## config.mk

```make
export PLATFORM = sky130hd
export DESIGN_NAME = fetch_stage
export DESIGN_NICKNAME = d
export VERILOG_FILES = /design/src/rtl/fetch_stage.sv
export SDC_FILE = /design/constraint.sdc
export NUM_CORES = 1
export LEC_CHECK = 0
export BUFFER_PORTS_ARGS = -buffer_cell sky130_fd_sc_hd__buf_2
export CAP_MARGIN = 20
export CORE_AREA = 2 2 123 125
export CTS_BUF_LIST = sky130_fd_sc_hd__clkbuf_8
export DETAILED_ROUTE_END_ITERATION = 12
export DIE_AREA = 0 0 125 127
export PLACE_DENSITY = 0.86
export SYNTH_ARGS = -nofsm -noshare
export SYNTH_HDL_FRONTEND = slang
export SYNTH_SLANG_ARGS = --single-unit
```

## constraint.sdc

```tcl
create_clock -name clk -period 10.9 [get_ports clk]
set_clock_uncertainty 0.05 [all_clocks]
set_input_delay 1.635 -clock clk [delete_from_list [all_inputs] [get_ports clk]]
set_output_delay 1.635 -clock clk [all_outputs]
set_load 0.05 [all_outputs]
```

## src/rtl/fetch_stage.sv

```systemverilog
// rtl/fetch_stage.sv - instruction fetch stage: PC, imem requests, 2-entry instruction queue
module fetch_stage #(
  parameter int unsigned           DATA_WIDTH = 32,
  parameter logic [DATA_WIDTH-1:0] RESET_PC   = '0
) (
  input  logic                  clk,
  input  logic                  rst,
  output logic                  imem_req_valid,
  input  logic                  imem_req_ready,
  output logic [DATA_WIDTH-1:0] imem_addr,
  input  logic                  imem_rsp_valid,
  input  logic [DATA_WIDTH-1:0] imem_rsp_data,
  input  logic                  redirect_valid,
  input  logic [DATA_WIDTH-1:0] redirect_pc,
  output logic                  if_valid,
  input  logic                  if_ready,
  output logic [DATA_WIDTH-1:0] if_instr,
  output logic [DATA_WIDTH-1:0] if_pc,
  output logic [DATA_WIDTH-1:0] if_pc_plus4
);

  localparam logic [DATA_WIDTH-1:0] NOP_INSTR = DATA_WIDTH'(32'h0000_0013);
  localparam logic [DATA_WIDTH-1:0] PC_STEP   = DATA_WIDTH'(4);
  localparam logic [DATA_WIDTH-1:0] PC_ALIGN  = ~DATA_WIDTH'(3);

  typedef enum logic {S_REQ = 1'b0, S_WAIT = 1'b1} state_e;

  state_e                state_q, state_d;
  logic [DATA_WIDTH-1:0] pc_q, pc_d;
  logic [DATA_WIDTH-1:0] req_pc_q, req_pc_d;
  logic                  stale_q, stale_d;
  logic                  run_q, run_d;
  logic [1:0]            count_q, count_d;
  logic                  rd_ptr_q, rd_ptr_d;
  logic                  wr_ptr_q, wr_ptr_d;
  logic [DATA_WIDTH-1:0] q_instr_q [2];
  logic [DATA_WIDTH-1:0] q_instr_d [2];
  logic [DATA_WIDTH-1:0] q_pc_q    [2];
  logic [DATA_WIDTH-1:0] q_pc_d    [2];

  logic req_fire;
  logic rsp_take;
  logic push;
  logic pop;

  // Outputs and handshake events; run_q holds off the first request for one cycle after reset
  always_comb begin
    imem_req_valid = run_q && (state_q == S_REQ) && (count_q < 2'd2);
    imem_addr      = pc_q;
    if_valid       = (count_q != 2'd0);
    if_instr       = if_valid ? q_instr_q[rd_ptr_q] : NOP_INSTR;
    if_pc          = if_valid ? q_pc_q[rd_ptr_q] : '0;
    if_pc_plus4    = if_pc + PC_STEP;
    req_fire       = imem_req_valid && imem_req_ready;
    rsp_take       = (state_q == S_WAIT) && imem_rsp_valid;
    push           = rsp_take && !stale_q && !redirect_valid;
    pop            = if_valid && if_ready && !redirect_valid;
  end

  // Next state: fetch FSM, PC, stale tracking and queue; redirect overrides everything else
  always_comb begin
    state_d   = state_q;
    pc_d      = pc_q;
    req_pc_d  = req_pc_q;
    stale_d   = stale_q;
    run_d     = 1'b1;
    count_d   = count_q;
    rd_ptr_d  = rd_ptr_q;
    wr_ptr_d  = wr_ptr_q;
    q_instr_d = q_instr_q;
    q_pc_d    = q_pc_q;

    if (req_fire) begin
      state_d  = S_WAIT;
      req_pc_d = pc_q;
      pc_d     = pc_q + PC_STEP;
    end
    if (rsp_take) begin
      state_d = S_REQ;
      stale_d = 1'b0;
    end
    if (push) begin
      q_instr_d[wr_ptr_q] = imem_rsp_data;
      q_pc_d[wr_ptr_q]    = req_pc_q;
      wr_ptr_d            = ~wr_ptr_q;
    end
    if (pop) begin
      rd_ptr_d = ~rd_ptr_q;
    end
    count_d = count_q + {1'b0, push} - {1'b0, pop};

    if (redirect_valid) begin
      count_d  = 2'd0;
      rd_ptr_d = 1'b0;
      wr_ptr_d = 1'b0;
      pc_d     = redirect_pc & PC_ALIGN;
      // A request still in flight (or launched right now) must have its response dropped
      if (req_fire || ((state_q == S_WAIT) && !imem_rsp_valid)) begin
        stale_d = 1'b1;
        state_d = S_WAIT;
      end else begin
        stale_d = 1'b0;
        state_d = S_REQ;
      end
    end
  end

  // Control registers with synchronous reset
  always_ff @(posedge clk) begin
    if (rst) begin
      state_q  <= S_REQ;
      pc_q     <= RESET_PC;
      req_pc_q <= '0;
      stale_q  <= 1'b0;
      run_q    <= 1'b0;
      count_q  <= 2'd0;
      rd_ptr_q <= 1'b0;
      wr_ptr_q <= 1'b0;
    end else begin
      state_q  <= state_d;
      pc_q     <= pc_d;
      req_pc_q <= req_pc_d;
      stale_q  <= stale_d;
      run_q    <= run_d;
      count_q  <= count_d;
      rd_ptr_q <= rd_ptr_d;
      wr_ptr_q <= wr_ptr_d;
    end
  end

  // Queue storage; contents are only observed while count_q says they are valid
  always_ff @(posedge clk) begin
    q_instr_q <= q_instr_d;
    q_pc_q    <= q_pc_d;
  end

endmodule

```

==> key figures <==
Floorplan
  • Die Width: between 100 and 150 um
  • Die area: roughly 16,000 um^2
  • Core area: about 14,000 um^2
  • Row cnt: between 40 and 50
  • Initial Util: between 50% and 60%
  • DIE HEIGHT: roughly 130 um
  • # IOs: 200

Min path
  • Worst hold start: req_pc_q[13]
  • Worst Hold Class: reg2reg
  • Worst min-delay path endpoint: q_pc_q[45]
  • Hold path cells: 0

Power
  • Overall Power: 1.30 mW
  • Pint: 0.980 mW
  • Clk pwr share: a little under a third
  • Psw: between 0.3 and 0.4 mW
  • Logic pwr share: under 10%
  • Peak supply drop: 0.0000958 V
  • Lkg Pwr: 3.90 nW
  • Flop pwr share: around three fifths
  • PwrDens: 131 nW/um^2
  • Net Sw Frac: around a quarter

Final layout
  • Fraction of layout cells with a size suffix above 1: between 20% and 30%
  • Most frequent cells in the layout: buf_2 (191), edfxtp_1 (124), nor2_1 (99)
  • Reg area: between 5000 and 6000 um^2
  • Multi-input gate area: 3220 um^2
  • Diode count: 0
  • Final Util: between 60 and 70%
  • Total Nets Final: about 990
  • Most common cell after layout, fill and taps aside: buf_2
  • Number of fill cells: 1,065
  • Area Growth Syn to Fin: 16.6%

Worst setup path
  • Worst setup SP type: flip-flop
  • Crit path max-delay family: simple AND/OR/NAND/NOR gates
  • CP Cell Sequence: buf_4, mux2i_1, nor3_1, nand3_2, nor4_2, xor2_1, buf_2
  • Path type of the worst setup path: reg2out
  • CP required: roughly 9200 ps
  • Crit-path max FO: slightly above 40
  • R2r setup slk: slightly below 8000 ps
  • Endpoint class of the critical path: primary output
  • CP Data Arrival Time: ~3200 ps
  • Critical Path Max Stage Delay: between 500 and 600 ps
  • Buf+Inv Stages, Crit Path: 2
  • Worst reg2reg path endpoint: count_q[1]
  • Slowest CP cell: buf_4
  • R2R depth: 11
  • Reg2reg start: count_q[1]

Yosys
  • Asr flop ratio synth: 0%
  • Gate Count Post-Synth: around 740
  • Mapped Area: between 8000 and 9000 um^2
  • Flops & latches, synth: approximately 190
  • EDFF count, synth: roughly 120
  • Largest cells by area after synthesis: edfxtp_1 (44%), dfxtp_1 (16%), mux2i_1 (7.3%)
  • Most common flop cell mapped by yosys: edfxtp_1
  • Netlist cell types: 53
  • Synth top area share: 43.6%
  • Post-synthesis sequential area ratio: 59.4%
  • Synth warn: 0
  • Cell taking the most area after synthesis: edfxtp_1
  • Mean Syn Cell Area: 11.5 um^2

Place
  • DPL Wire Length: ~13,000 um
  • Final GP Congestion: between 0.8 and 0.9
  • I/O Buffers: ~190

Drt
  • WL per Instance: approximately 16 um
  • DRC Markers: 0
  • Violation count after the first detailed-routing iteration: ~530
  • Vias after detailed routing: roughly 6,000
  • Vias per cell: 5.44
  • WL final: 18,200 um
  • 1st-pass router iterations: 6
  • Count of antenna-violating nets left after detailed routing: 0

Timing
  • Final hold vios: 0
  • Slew @ Worst Pin: between 1000 and 1500 ps
  • Setup violation total in the final timing report: 0
  • Relative slew slack: a little under a third
  • Fin crit share: about 45%
  • Min Tclk post-route: 4870 ps
  • RSZ-0062 raised after global routing: false
  • Fmax: roughly 210 MHz
  • Final Max Slew Viols: 0
  • Setup TNS: 0 ps

Clocking
  • Clock Tree Root: clkbuf_8
  • CTS tree: built
  • Post-CTS sizing: 0
  • Clock sinks: 191
  • Post-CTS setup buffer count: 0
  • Later-pin clock latency in the skew report: roughly 450 ps
  • Maximum clock path buffer count: 2
  • Total CTS buffers: 17
  • Clk slew on worst S/H paths: ~90 ps
  • CTS Hold Buffers Added: 0
  • H-tree depth: 4

GRT
  • Antenna violations before repair: 0
  • All-Layer GR Usage: a little under a quarter
  • Vias in the first global route: 5,671
  • Grt ovf: 0
  • First-pass GRT wire length: between 20,000 and 30,000 um
  • Largest net degree at the start of global routing: 75

Outcome
  • Status: completed

Flow run
  • MaxCap Viol Count: 0
## synthesized netlist by cell type, types with 3 or more instances
cell,instances
inv_1,12
nor2_1,101
a21oi_1,40
a211oi_1,20
mux2i_1,62
xor2_1,43
and3_1,4
buf_6,4
nor3_1,13
o21ai_0,5
xnor2_1,17
edfxtp_1,124
ha_1,3
nand3_1,17
nor4_1,6
nor3_2,3
buf_2,11
nand4_1,17
buf_4,6
dfxtp_1,67
nor4_2,7
nand2_1,96
buf_1,4
clkbuf_1,19
## registers in the layout (all words and copies together) (netlist names)
name and flops:
count_q 2, stale_q 1, imem_addr 30, q_instr_q 64, state_q 1, wr_ptr_q 1
rd_ptr_q 1, q_pc_q 60, req_pc_q 30, run_q 1
## through the flow
stage	setup slack [ps]	cell area, um^2	hold slack, ps	cells
floorplan	5430	8550	375	746
global placement	6160	9580	382	1084
detailed placement	6080	9580	389	1084
CTS	5570	9930	412	1116
global route	5760	9950	423	1117
finish	6030	9950	408	1117
## worst max path at each step
stage | from | end | slack [ps] | cells past startpoint
2_1_floorplan | redirect_valid | q_instr_q[32] | 5430 | 4
3_3_place_gp | rd_ptr_q | if_pc_plus4[26] | 6160 | 7
3_5_place_dp | rd_ptr_q | if_pc_plus4[15] | 6080 | 7
4_1_cts | rd_ptr_q | if_pc_plus4[15] | 5570 | 7
5_1_grt | rd_ptr_q | if_pc_plus4[15] | 5760 | 7
6_report | rd_ptr_q | if_pc_plus4[15] | 6030 | 7
## layout make-up
| cell class | count | area share [%] |
|---|---|---|
| clock inverters | 13 | 0.893 |
| repair buffers | 200 | 10.4 |
| well taps | 184 | 2.31 |
| flip-flops and latches | 191 | 50.9 |
| multi-input cells | 497 | 32.3 |
| clock buffers | 19 | 2.63 |
| inverters | 13 | 0.490 |
## cells by family after synthesis
group                    count (synthesis)  synth area share [%]
AO/OA/AOI/OAI                           75                  5.75
XOR/XNOR                                60                  6.16
adder cells (fa/ha/maj)                  3                 0.440
buffers and inverters                   58                  3.52
flip-flops                             191                  59.4
multiplexers                            62                  7.27
other                                    1                0.0439
AND/OR/NAND/NOR                        291                  17.5
## per-layer routing
metal	global-route usage [%]	up-vias	share of wire (%)
li1	-	2975	-
met1	33.2	2813	45
met2	36.2	274	46
met3	4.86	11	8.1
met4	5.69	0	0.74
met5	0	-	0
## power groups by stage
stage	logic [mW]	registers, mW	clock network (mW)
floorplan	0.0471	0.835	0
global placement	0.0990	0.813	0
detailed placement	0.101	0.813	0
CTS	0.101	0.797	0.416
global route	0.109	0.799	0.445
finish	0.101	0.797	0.405
Power figures use the tool's default switching activity.
